`src/rtl/coproc_pkg.sv`:
```
// Shared types for the coproc command queue: command struct, sequencer states, function codes.
package coproc_pkg;

    localparam int CP_FUNC_W = 3;
    localparam int CP_IDX_W  = 1;

    localparam logic [CP_FUNC_W-1:0] FUNC_PASS = 3'b111;

    typedef struct packed {
        logic [CP_FUNC_W-1:0] func;
        logic                 gray;
        logic [CP_IDX_W-1:0]  img_idx;
    } coproc_cmd_t;

    typedef enum logic [1:0] {
        CQ_IDLE  = 2'd0,
        CQ_ISSUE = 2'd1,
        CQ_WAIT  = 2'd2
    } cq_state_e;

endpackage

```
`src/rtl/coproc_cmd_fifo.sv`:
```
// Synchronous command FIFO; pointers carry an extra wrap bit so full and empty are distinguishable.
module coproc_cmd_fifo
    import coproc_pkg::*;
#(
    parameter int DEPTH = 4,
    localparam int AW = $clog2(DEPTH)
) (
    input  logic          clk,
    input  logic          rst_n,
    input  logic          push,
    input  logic          pop,
    input  logic          flush,
    input  coproc_cmd_t   wdata,
    output coproc_cmd_t   rdata,
    output logic          full,
    output logic          empty,
    output logic [AW:0]   count
);

    logic [AW:0] wr_ptr_q, wr_ptr_d;
    logic [AW:0] rd_ptr_q, rd_ptr_d;
    coproc_cmd_t mem_q [DEPTH];
    coproc_cmd_t mem_d [DEPTH];

    assign empty = (wr_ptr_q == rd_ptr_q);
    assign full  = ((wr_ptr_q ^ rd_ptr_q) == {1'b1, {AW{1'b0}}});
    assign count = wr_ptr_q - rd_ptr_q;
    assign rdata = mem_q[rd_ptr_q[AW-1:0]];

    always_comb begin
        mem_d    = mem_q;
        wr_ptr_d = wr_ptr_q;
        rd_ptr_d = rd_ptr_q;
        if (push && !full) begin
            mem_d[wr_ptr_q[AW-1:0]] = wdata;
            wr_ptr_d = wr_ptr_q + 1'b1;
        end
        if (pop && !empty) begin
            rd_ptr_d = rd_ptr_q + 1'b1;
        end
        // Flush leaves the queue empty whatever else happened this cycle.
        if (flush) begin
            rd_ptr_d = wr_ptr_d;
        end
    end

    always_ff @(posedge clk or negedge rst_n) begin
        if (!rst_n) begin
            wr_ptr_q <= '0;
            rd_ptr_q <= '0;
        end else begin
            wr_ptr_q <= wr_ptr_d;
            rd_ptr_q <= rd_ptr_d;
        end
    end

    always_ff @(posedge clk) begin
        mem_q <= mem_d;
    end

endmodule

```
`src/rtl/coproc_cmd_queue.sv`:
```
// Command queue and sequencer for coproc: one start pulse per queued command, waits for done.
// Optional watchdog enabled by defining COPROC_TIMEOUT_EN.
module coproc_cmd_queue
    import coproc_pkg::*;
#(
    parameter int DEPTH       = 4,
    parameter int FUNC_W      = CP_FUNC_W,
    parameter int IDX_W       = CP_IDX_W,
    parameter int TIMEOUT_CYC = 131072
) (
    input  logic                       clk,
    input  logic                       rst_n,
    input  logic                       cmd_valid,
    output logic                       cmd_ready,
    input  logic [FUNC_W-1:0]          cmd_func,
    input  logic                       cmd_gray,
    input  logic [IDX_W-1:0]           cmd_img_idx,
    input  logic                       flush,
    input  logic                       cp_rdy,
    input  logic                       cp_done,
    output logic                       cp_start,
    output logic [FUNC_W-1:0]          cp_func,
    output logic                       cp_gray,
    output logic [IDX_W-1:0]           cp_img_idx,
    output logic                       busy,
    output logic [$clog2(DEPTH):0]     q_count,
    output logic [15:0]                done_cnt,
    output logic                       err_timeout,
    input  logic                       err_clr,
    output logic [1:0]                 dbg_state
);

    // Handshake: a command is taken on any clk edge where cmd_valid & cmd_ready; cmd_ready
    // drops while full or flushing, and a pop in the same cycle never frees a slot for a push.
    cq_state_e   state_q, state_d;
    coproc_cmd_t cur_q, cur_d;
    coproc_cmd_t in_cmd, head_cmd;
    logic [15:0] done_cnt_q, done_cnt_d;
    logic        fifo_full, fifo_empty, push, pop;

    assign in_cmd    = '{func: cmd_func, gray: cmd_gray, img_idx: cmd_img_idx};
    assign cmd_ready = !fifo_full && !flush;
    assign push      = cmd_valid && cmd_ready;

    coproc_cmd_fifo #(.DEPTH(DEPTH)) u_fifo (
        .clk   (clk),
        .rst_n (rst_n),
        .push  (push),
        .pop   (pop),
        .flush (flush),
        .wdata (in_cmd),
        .rdata (head_cmd),
        .full  (fifo_full),
        .empty (fifo_empty),
        .count (q_count)
    );

`ifdef COPROC_TIMEOUT_EN
    localparam int WD_W = $clog2(TIMEOUT_CYC);
    logic [WD_W-1:0] wd_q, wd_d;
    logic            err_q, err_d, wd_expire;

    assign wd_expire = (state_q == CQ_WAIT) && (wd_q == WD_W'(TIMEOUT_CYC - 1)) && !cp_done;

    always_comb begin
        wd_d = wd_q;
        if (state_q == CQ_ISSUE) begin
            wd_d = '0;
        end else if (state_q == CQ_WAIT) begin
            wd_d = wd_q + 1'b1;
        end
        err_d = err_q;
        if (wd_expire) begin
            err_d = 1'b1;
        end else if (err_clr) begin
            err_d = 1'b0;
        end
    end

    always_ff @(posedge clk or negedge rst_n) begin
        if (!rst_n) begin
            wd_q  <= '0;
            err_q <= 1'b0;
        end else begin
            wd_q  <= wd_d;
            err_q <= err_d;
        end
    end

    assign err_timeout = err_q;
`else
    logic unused_cfg;
    assign unused_cfg  = err_clr ^ (TIMEOUT_CYC == 0);
    assign err_timeout = 1'b0;
`endif

    always_comb begin
        state_d    = state_q;
        cur_d      = cur_q;
        done_cnt_d = done_cnt_q;
        pop        = 1'b0;
        case (state_q)
            CQ_IDLE: begin
                if (!fifo_empty && cp_rdy) begin
                    pop     = 1'b1;
                    cur_d   = head_cmd;
                    state_d = CQ_ISSUE;
                end
            end
            CQ_ISSUE: state_d = CQ_WAIT;
            CQ_WAIT: begin
                // Completion wins over a watchdog expiry in the same cycle.
                if (cp_done) begin
                    state_d    = CQ_IDLE;
                    done_cnt_d = done_cnt_q + 16'd1;
                end
`ifdef COPROC_TIMEOUT_EN
                else if (wd_expire) begin
                    state_d = CQ_IDLE;
                end
`endif
            end
            default: state_d = CQ_IDLE;
        endcase
    end

    always_ff @(posedge clk or negedge rst_n) begin
        if (!rst_n) begin
            state_q    <= CQ_IDLE;
            cur_q      <= '0;
            done_cnt_q <= '0;
        end else begin
            state_q    <= state_d;
            cur_q      <= cur_d;
            done_cnt_q <= done_cnt_d;
        end
    end

    assign cp_start   = (state_q == CQ_ISSUE);
    assign busy       = (state_q != CQ_IDLE);
    assign cp_func    = cur_q.func;
    assign cp_gray    = cur_q.gray;
    assign cp_img_idx = cur_q.img_idx;
    assign done_cnt   = done_cnt_q;
    assign dbg_state  = state_q;

endmodule

```
`config.mk`:
```
export PLATFORM = sky130hd
export DESIGN_NAME = coproc_cmd_queue
export DESIGN_NICKNAME = d
export VERILOG_FILES = /design/src/rtl/coproc_pkg.sv /design/src/rtl/coproc_cmd_fifo.sv /design/src/rtl/coproc_cmd_queue.sv
export SDC_FILE = /design/constraint.sdc
export NUM_CORES = 1
export LEC_CHECK = 0
export CAP_MARGIN = 40
export CORE_MARGIN = 5
export CORE_UTILIZATION = 46
export CTS_BUF_LIST = sky130_fd_sc_hd__clkbuf_4
export CTS_CLUSTER_SIZE = 10
export DETAILED_ROUTE_END_ITERATION = 16
export PLACE_DENSITY = 0.72
export SLEW_MARGIN = 0
export SYNTH_ARGS = -nofsm -noshare
export SYNTH_HDL_FRONTEND = slang
export SYNTH_SLANG_ARGS = --single-unit
```
`constraint.sdc`:
```
create_clock -name clk -period 2.35 [get_ports clk]
set_input_delay 0.47 -clock clk [delete_from_list [all_inputs] [get_ports clk]]
set_output_delay 0.47 -clock clk [all_outputs]
set_load 0.1 [all_outputs]
```
==> results of run 1 <==
synth_stat cells (all sizes together) (2+ instances only):
library cell,instances
and2,5
and3,4
clkbuf,2
dfrtp,29
edfxtp,20
ha,8
inv,9
mux2,6
mux2i,2
mux4,5
nand2,10
nand3,3
nand4,3
nor2,3
o21ai,3
xnor2,12
xor2,9
per-stage QoR:
stage | hold WS (ns) | setup TNS (ns)
after floorplan | 0.1744 | -0.01555
after global placement | 0.4687 | 0
after detailed placement | 0.4886 | 0
after CTS | 0.4884 | 0
after global routing | 0.4868 | -0.002309
final | 0.4784 | 0
area by class of cell:
| cell class | instances | share of cell area, % |
|---|---|---|
| Multi-Input combinational cell | 86 | 30.20 |
| Inverter | 9 | 1.221 |
| Clock buffer | 6 | 1.627 |
| Sequential cell | 49 | 47.92 |
| Timing Repair Buffer | 46 | 15.19 |
| Tap cell | 54 | 2.441 |
| Clock inverter | 2 | 1.401 |
logic make-up (layout without fill, tap and decap cells):
group           Yosys count  count (layout)  synth area share (%)
fa+ha+maj                 9               9                 5.549
other cells               1               1                0.1732
flops                    49              49                 61.27
simple gates             35              35                 9.076
buf+inv                  12              63                 2.254
compound gates            7               7                 3.584
mux                      13              13                 9.248
xor+xnor                 21              21                 8.844
repair_timing:
| action | in CTS | in global routing |
|---|---|---|
| hold buffers | 0 | 0 |
| setup buffers | 1 | 1 |
| gates resized for setup | 1 | 2 |
| endpoints found under the hold margin | 0 | 0 |
| pin swaps | 0 | 1 |
| endpoints found under the setup margin | 1 | 1 |
| cloned | 0 | 0 |
critical path, stage by stage, from the launching register on:
cell     delay, ns
dfrtp_1       0.39
inv_2         0.07
ha_2          0.18
fa_2          0.43
xor2_4        0.20
buf_12        0.20
sequential cells by signal, summed over array words and instances (netlist names), named ones only:
signal	flops
u_fifo.wr_ptr_q	1
dbg_state	2
cp_gray	1
done_cnt	16
cp_func	3
u_fifo.rd_ptr_q	3
cp_img_idx	1
u_fifo.mem_q	20
worst max-delay path by stage:
stage / startpoint / end / slack, ns / cells past startpoint
2_1_floorplan: dbg_state[1] / busy / -0.02 / 2
3_3_place_gp: u_fifo.wr_ptr_q[0] / q_count[2] / 0.32 / 5
3_5_place_dp: flush / u_fifo.mem_q[5] / 0.28 / 3
4_1_cts: u_fifo.wr_ptr_q[0] / q_count[2] / 0.05 / 5
5_1_grt: u_fifo.wr_ptr_q[0] / q_count[2] / -0.002 / 5
6_report: u_fifo.wr_ptr_q[0] / q_count[2] / 0.06 / 5
metal layers:
layer  vias to the layer above  share of wire [%]
met5                         -                  0
met4                         0                1.1
met3                         5                6.9
met2                        35                 51
met1                       642                 41
li1                        610                  -
==> metrics.csv, run 1 <==
stage;metric;value;unit
sta;final critical-path share of the clock period;97.35;%
detailed_routing;Routed Antenna Nets;0;
logic_synthesis;sequential area share after synthesis;61.27;%
finish;final net count;218;
global_route;total grt overflow;0;
logic_synthesis;post-synth cell types;34;
setup_path;WP data arrival;1.82;ns
clock_network;Reg clk slew, reported paths;0.14;ns
die;# IOs;42;
die;Initial Util;46.76;%
clock_network;CTS root buffer;clkbuf_4;
setup_path;crit start category;flop;
logic_synthesis;EDFF count, synth;20;
global_route;pin count of the biggest net entering global routing;30;
worst_hold_path;Hold/Removal Path Class;in -> async;
global_route;vias in the first global route;1365;
sta;final hold violation count;0;
detailed_routing;DRC Markers;0;
logic_synthesis;Syn Inst Count;147;
setup_path;RR Startpoint;u_fifo.rd_ptr_q[1];
logic_synthesis;synth warn;0;
die;Die Y;78.60;um
clock_network;Clk Latency, worst-skew pair;0.36;ns
finish;Final Instance Area;2768;um2
finish;Storage cell area;1326;um2
sta;fmax;0.4371;GHz
finish;Ant. Diodes;0;
setup_path;CP Capture Type;output pin;
setup_path;CP required;1.88;ns
clock_network;CTS tree;yes;
die;Row Count;25;
sta;final worst slack;0.06238;ns
clock_network;CTS Buf Count;5;
place;post-DP HPWL;2.858;mm
finish;layout cells sized above 1;34.85;%
detailed_routing;vias;1292;
logic_synthesis;Synth async-reset ratio;59.18;%
sta;min cycle time layout;2.288;ns
logic_synthesis;synthesized area;2165;um2
finish;area grow syn2layout;27.86;%
clock_network;CTS HTree Levels;2;
logic_synthesis;top cell type's share of synthesized area;33.53;%
die;Die ar.;6177;um2
global_route;first-pass GRT wire length;6.403;mm
logic_synthesis;Yosys reg bits;49;
job;MaxCap Viol Count;0;
global_route;total track usage;13.36;%
place;Placed Area;2664;um2
global_route;grt peak-use layer;met2;
logic_synthesis;syn nets;168;
place;Placed Instances;242;
logic_synthesis;Mean Syn Cell Area;14.73;um2
die;die width;78.60;um
setup_path;Worst Reg-to-Reg Cells;5;
finish;most frequent cells in the layout;32 x buf_4, 29 x dfrtp_1, 20 x edfxtp_1;
sta;Worst Tran Pin Value;0.6212;ns
global_route;met3 usage;4.472;%
place;worst slack at placement;0.2839;ns
setup_path;Worst R2R Setup Slack;0.49;ns
outcome;status;finished clean;
setup_path;crit-path max FO;4;
detailed_routing;final routed wire length divided by cell count;15.17;um
sta;clk_skew;0.01195;ns
detailed_routing;initial drt markers;45;
global_route;initial antenna violation count;0;
finish;final core occ;59.78;%
detailed_routing;DRT Wirelength;3.823;mm
setup_path;CP Class;reg -> out;
logic_synthesis;dominant cell type by area after synthesis;dfrtp_1;
finish;commonest non-fill, non-tap cell in the layout;buf_4;
setup_path;RR Endpoint;cp_func[2];
logic_synthesis;Most used DFF post-synth;dfrtp_1;
finish;multi-input logic area;835.8;um2
place;GPL Wtd Cong;0.7747;
clock_network;clock sink total;49;
global_route;met2 Resource Use GR;23.60;%
sta;Final Setup Violations;0;
clock_network;Longest Clk Path Bufs;2;
detailed_routing;router iterations before antenna repair;4;
finish;# fillers;375;
die;Core ar.;4629;um2
sta;max-slew violations;0;
detailed_routing;vias per cell;5.127;
finish;Layout Cells excl Fill;252;
place;input/output buffers;39;
logic_synthesis;ranking of synthesized cells by area;dfrtp_1 34%, edfxtp_1 28%, mux4_2 5.2%;
global_route;GR Util met1;15.40;%
sta;Max-slew headroom;58.55;%
Power of run 1 is not shown: default switching activity piles up to over one toggle a cycle in this logic, so the estimate is an artifact.
==> inputs of run 2 (changes only) <==
Settings changed: ABC_AREA set to 1, CORE_ASPECT_RATIO set to 1.75, PLACE_DENSITY 0.72 to 0.71.
==> run 2 against run 1 <==
  * Die area up 7.0%
  * Via count is 29% higher
  * Clock skew rose by 0.0062 ns
  * Critical path type unchanged
  * Largest cell class unchanged
==> metrics.csv, run 2 <==
stage;metric;value;unit
finish;final net count;298;
logic_synthesis;post-synth cell types;34;
global_route;total track usage;14.24;%
global_route;first-pass GRT wire length;7.521;mm
detailed_routing;DRT Wirelength;4.518;mm
setup_path;crit start category;flop;
sta;final worst slack;0.09887;ns
detailed_routing;initial drt markers;66;
setup_path;crit-path max FO;2;
finish;max reg flops;20;
global_route;initial antenna violation count;0;
detailed_routing;DRC Markers;0;
worst_hold_path;Hold/Removal Path Class;in -> async;
setup_path;worst path bufs/invs;1;
sta;final hold violation count;0;
die;die width;63.65;um
die;Row Count;34;
detailed_routing;vias;1669;
finish;commonest non-fill, non-tap cell in the layout;nand2_1;
finish;most frequent cells in the layout;47 x nand2_1, 34 x buf_4, 28 x dfrtp_1;
place;post-DP HPWL;3.443;mm
logic_synthesis;ranking of synthesized cells by area;dfrtp_1 31%, edfxtp_1 26%, nand2_1 7.6%;
setup_path;CP Capture Type;output pin;
die;Core ar.;4935;um2
place;Placed Instances;321;
clock_network;CTS root buffer;clkbuf_4;
global_route;total grt overflow;0;
clock_network;CTS Buf Count;5;
logic_synthesis;most frequent cell after synthesis;nand2_1;
job;MaxCap Viol Count;0;
sta;setup TNS;0;ns
clock_network;CTS HTree Levels;2;
sta;clk_skew;0.01818;ns
sta;fmax;0.4442;GHz
clock_network;Clk Latency, worst-skew pair;0.36;ns
global_route;pin count of the biggest net entering global routing;30;
finish;Layout Cells excl Fill;332;
setup_path;CP Class;reg -> out;
logic_synthesis;syn nets;244;
logic_synthesis;dominant cell type by area after synthesis;dfrtp_1;
logic_synthesis;top cell type's share of synthesized area;31.32;%
setup_path;Worst R2R Setup Slack;0.52;ns
logic_synthesis;Synth async-reset ratio;59.18;%
die;Die ar.;6613;um2
place;worst slack at placement;0.2892;ns
finish;area grow syn2layout;27.38;%
logic_synthesis;Syn Inst Count;223;
detailed_routing;router iterations before antenna repair;4;
setup_path;CP required;1.88;ns
logic_synthesis;synthesized area;2317;um2
logic_synthesis;Mean Syn Cell Area;10.39;um2
detailed_routing;Routed Antenna Nets;0;
setup_path;CP max stage delay;0.44;ns
setup_path;delay-heaviest family, CP;adder cells;
sta;unrepaired setup endpoints after global routing;no;
global_route;vias in the first global route;1685;
logic_synthesis;synth cell count leaders;47 x nand2_1, 29 x dfrtp_1, 22 x nor2_1, 20 x edfxtp_1, 20 x inv_1;
outcome;status;finished clean;
clock_network;Longest Clk Path Bufs;2;
clock_network;Reg clk slew, reported paths;0.15;ns
finish;Top reg by flops;u_fifo.mem_q;
logic_synthesis;Most used DFF post-synth;dfrtp_1;
setup_path;worst path cell trace;ha_2 -> fa_2 -> xor2_4 -> buf_12;
die;Die Y;103.9;um
logic_synthesis;sequential area share after synthesis;57.24;%
die;# IOs;42;
sta;Final Setup Violations;0;
clock_network;clock sink total;49;
die;Initial Util;46.96;%
setup_path;WP data arrival;1.78;ns
finish;layout cells sized above 1;26.26;%
detailed_routing;vias per cell;5.027;
finish;Ant. Diodes;0;
place;input/output buffers;39;
logic_synthesis;Yosys reg bits;49;
sta;min cycle time layout;2.251;ns
setup_path;critical path's slowest cell;dfrtp_1;
sta;max-slew violations;0;
clock_network;hold_buf cts;0;
sta;Hold WS;0.4774;ns
clock_network;CTS tree;yes;
detailed_routing;final routed wire length divided by cell count;13.61;um
logic_synthesis;EDFF count, synth;20;
sta;final critical-path share of the clock period;95.79;%
logic_synthesis;synth warn;0;
finish;# fillers;432;
place;GPL Wtd Cong;0.7975;
==> run 2: what timing repair did <==
action	CTS	global route
pin swaps	0	2
endpoints found under the setup margin	2	2
resized for setup	2	2
buffers inserted	1	2
hold endpoints to repair	0	0
==> run 2: per-stage QoR <==
stage          util (%)  area (um2)
2_1_floorplan         -        2354
3_3_place_gp      57.33        2829
3_5_place_dp      57.33        2829
4_1_cts           59.20        2922
5_1_grt           59.81        2952
6_report          59.81        2952
==> run 2: logic make-up (layout without fill, tap and decap cells) <==
family / after synthesis / in the layout / synth area share [%]
buffers and inverters: 26 / 81 / 4.481
muxes: 1 / 1 / 0.4859
adders and majority gates: 9 / 9 / 5.184
other: 1 / 1 / 0.1618
DFF: 49 / 49 / 57.24
xor gates and xnor gates: 15 / 15 / 5.994
and+or+nand+nor: 99 / 99 / 21.06
AOI/OAI and AO/OA: 23 / 23 / 5.400
==> run 2: final timing paths <==
path                            cells past startpoint                from            endpoint
worst max-delay path                                4  u_fifo.rd_ptr_q[0]          q_count[2]
worst min-delay path                                2               rst_n        dbg_state[0]
worst max register to register                      6  u_fifo.rd_ptr_q[1]    u_fifo.mem_q[10]
min in group clk                                    2          cp_img_idx          cp_img_idx
worst min register to register                      2          cp_img_idx          cp_img_idx
max in group asynchronous                           2               rst_n  u_fifo.rd_ptr_q[1]
==> run 2: metal layers <==
metal / global-route usage (%) / vias up / wire, um
met4: 6.092 / 0 / 99
met3: 3.676 / 10 / 256
met1: 14.43 / 789 / 1636
met2: 26.38 / 42 / 2525
li1: - / 828 / -
met5: 0 / - / 0
==> run 2: final cells by class <==
cell class / count / area (um2) / area share, %
flip-flops and latches: 49 / 1328 / 44.98
multi-input cells: 148 / 928.4 / 31.45
repair buffers: 49 / 455.4 / 15.43
inverters: 24 / 91.34 / 3.095
well taps: 54 / 67.56 / 2.289
clock inverters: 3 / 43.79 / 1.484
clock buffers: 5 / 37.54 / 1.272
Power of run 2 is left out for the same reason.
==> inputs of run 3 (changes only) <==
Settings changed: MAX_ROUTING_LAYER set to met4.
Clock period 2.35 ns to 2.7 ns, I/O delays scaled along.
==> run 3 against run 2 <==
  * Global-route usage about the same
  * First-iteration DRC count down 9.1%
  * Via count down 0.66%
  * Final cell count down 2.1%
  * Critical path depth up 1
  * Clock-buffer cell count unchanged
  * Wire length down 2.7%
  * Flip-flop and latch count unchanged
  * Setup slack better by 0.075 ns
==> metrics.csv, run 3 (synthesis results as in run 2) <==
stage;metric;value;unit
finish;layout cells sized above 1;22.51;%
clock_network;CTS Buf Count;5;
global_route;total track usage;14.28;%
setup_path;RR Startpoint;u_fifo.wr_ptr_q[0];
die;Die ar.;6613;um2
sta;min cycle time layout;2.526;ns
setup_path;Worst Reg-to-Reg Cells;5;
setup_path;WP data arrival;1.99;ns
sta;Final Setup Violations;0;
setup_path;CP Capture Type;output pin;
sta;fmax;0.3959;GHz
setup_path;CP max stage delay;0.46;ns
setup_path;worst path bufs/invs;2;
sta;unrepaired setup endpoints after global routing;no;
setup_path;crit start category;flop;
die;die width;63.65;um
clock_network;CTS tree;yes;
clock_network;CTS root buffer;clkbuf_4;
detailed_routing;final routed wire length divided by cell count;13.53;um
finish;Ant. Diodes;0;
place;GPL Wtd Cong;0.8167;
detailed_routing;router iterations before antenna repair;4;
sta;clk_skew;0.008919;ns
clock_network;cts repair resizes;0;
global_route;total grt overflow;0;
detailed_routing;DRC Markers;0;
setup_path;CP Class;reg -> out;
die;Row Count;34;
setup_path;Worst R2R Setup Slack;0.68;ns
clock_network;Longest Clk Path Bufs;2;
outcome;status;finished clean;
setup_path;critical path's slowest cell;dfrtp_1;
global_route;vias in the first global route;1676;
job;MaxCap Viol Count;0;
clock_network;CTS HTree Levels;2;
global_route;initial antenna violation count;0;
sta;max-slew violations;0;
clock_network;clock sink total;49;
setup_path;CP required;2.16;ns
finish;commonest non-fill, non-tap cell in the layout;nand2_1;
sta;setup TNS;0;ns
worst_hold_path;Hold Path Stages;2;
clock_network;Reg clk slew, reported paths;0.14;ns
place;input/output buffers;39;
setup_path;RR Endpoint;u_fifo.mem_q[12];
finish;# fillers;449;
detailed_routing;initial drt markers;60;
global_route;first-pass GRT wire length;7.245;mm
die;Core ar.;4935;um2
setup_path;worst path cell trace;inv_1 -> ha_1 -> fa_1 -> xor2_2 -> buf_12;
worst_hold_path;Hold/Removal Path Class;reg -> reg;
finish;Top reg by flops;u_fifo.mem_q;
setup_path;delay-heaviest family, CP;adder cells;
clock_network;postcts setup bufs;0;
clock_network;Clk Latency, worst-skew pair;0.37;ns
finish;most frequent cells in the layout;47 x nand2_1, 29 x dfrtp_1, 29 x buf_4;
detailed_routing;Routed Antenna Nets;0;
die;# IOs;42;
die;Die Y;103.9;um
worst_hold_path;min-delay src;cp_func[0];
detailed_routing;vias;1658;
worst_hold_path;Worst Hold End;cp_func[0];
detailed_routing;vias per cell;5.102;
global_route;pin count of the biggest net entering global routing;30;
finish;final net count;291;
finish;max reg flops;20;
place;post-DP HPWL;3.420;mm
die;Initial Util;46.96;%
setup_path;crit-path max FO;5;
sta;final hold violation count;0;
clock_network;hold_buf cts;0;
finish;area grow syn2layout;21.92;%
detailed_routing;DRT Wirelength;4.396;mm
sta;final critical-path share of the clock period;93.56;%
-- run 3: final cells by class --
cell class | instances | area, um2 | share of cell area, %
Sequential cell | 49 | 1326 | 46.94
Clock buffer | 5 | 37.54 | 1.329
Clock inverter | 3 | 21.27 | 0.7529
Inverter | 24 | 91.34 | 3.233
Tap cell | 54 | 67.56 | 2.391
Timing Repair Buffer | 42 | 377.9 | 13.37
Multi-Input combinational cell | 148 | 903.4 | 31.98
-- run 3: metrics by stage --
step | std cells | area (um2) | setup WS [ns] | hold WS (ns) | util, %
after floorplan | 223 | 2333 | 0.1716 | 0.2444 | -
after global placement | 317 | 2766 | 0.4440 | 0.4688 | 56.06
after detailed placement | 317 | 2766 | 0.3859 | 0.4755 | 56.06
after CTS | 325 | 2825 | 0.1539 | 0.5094 | 57.25
after global routing | 325 | 2825 | 0.06661 | 0.5402 | 57.25
final | 325 | 2825 | 0.1739 | 0.5075 | 57.25
-- run 3: how the worst max path moves through the flow --
stage	startpoint	endpoint	depth (start not counted)	slack, ns
final	u_fifo.wr_ptr_q[0]	q_count[2]	5	0.17
after global routing	u_fifo.wr_ptr_q[0]	q_count[2]	5	0.07
after CTS	u_fifo.wr_ptr_q[0]	q_count[2]	5	0.15
after detailed placement	flush	u_fifo.mem_q[1]	4	0.39
after global placement	flush	u_fifo.mem_q[0]	4	0.44
after floorplan	u_fifo.wr_ptr_q[0]	q_count[2]	4	0.17
-- run 3: worst min-delay path, delay by kind of cell (launching register included) --
family	cells	cell delay [ns]
flops	1	0.38
simple gates	2	0.11
-- run 3: per-layer routing --
layer / global-route usage [%] / share of wire (%) / up-vias
met3: 3.135 / 4.4 / 13
met2: 26.02 / 56 / 41
met5: - / 0 / -
met4: 8.618 / 3.8 / 0
met1: 12.85 / 35 / 785
li1: - / - / 819
Power of run 3 is left out for the same reason.
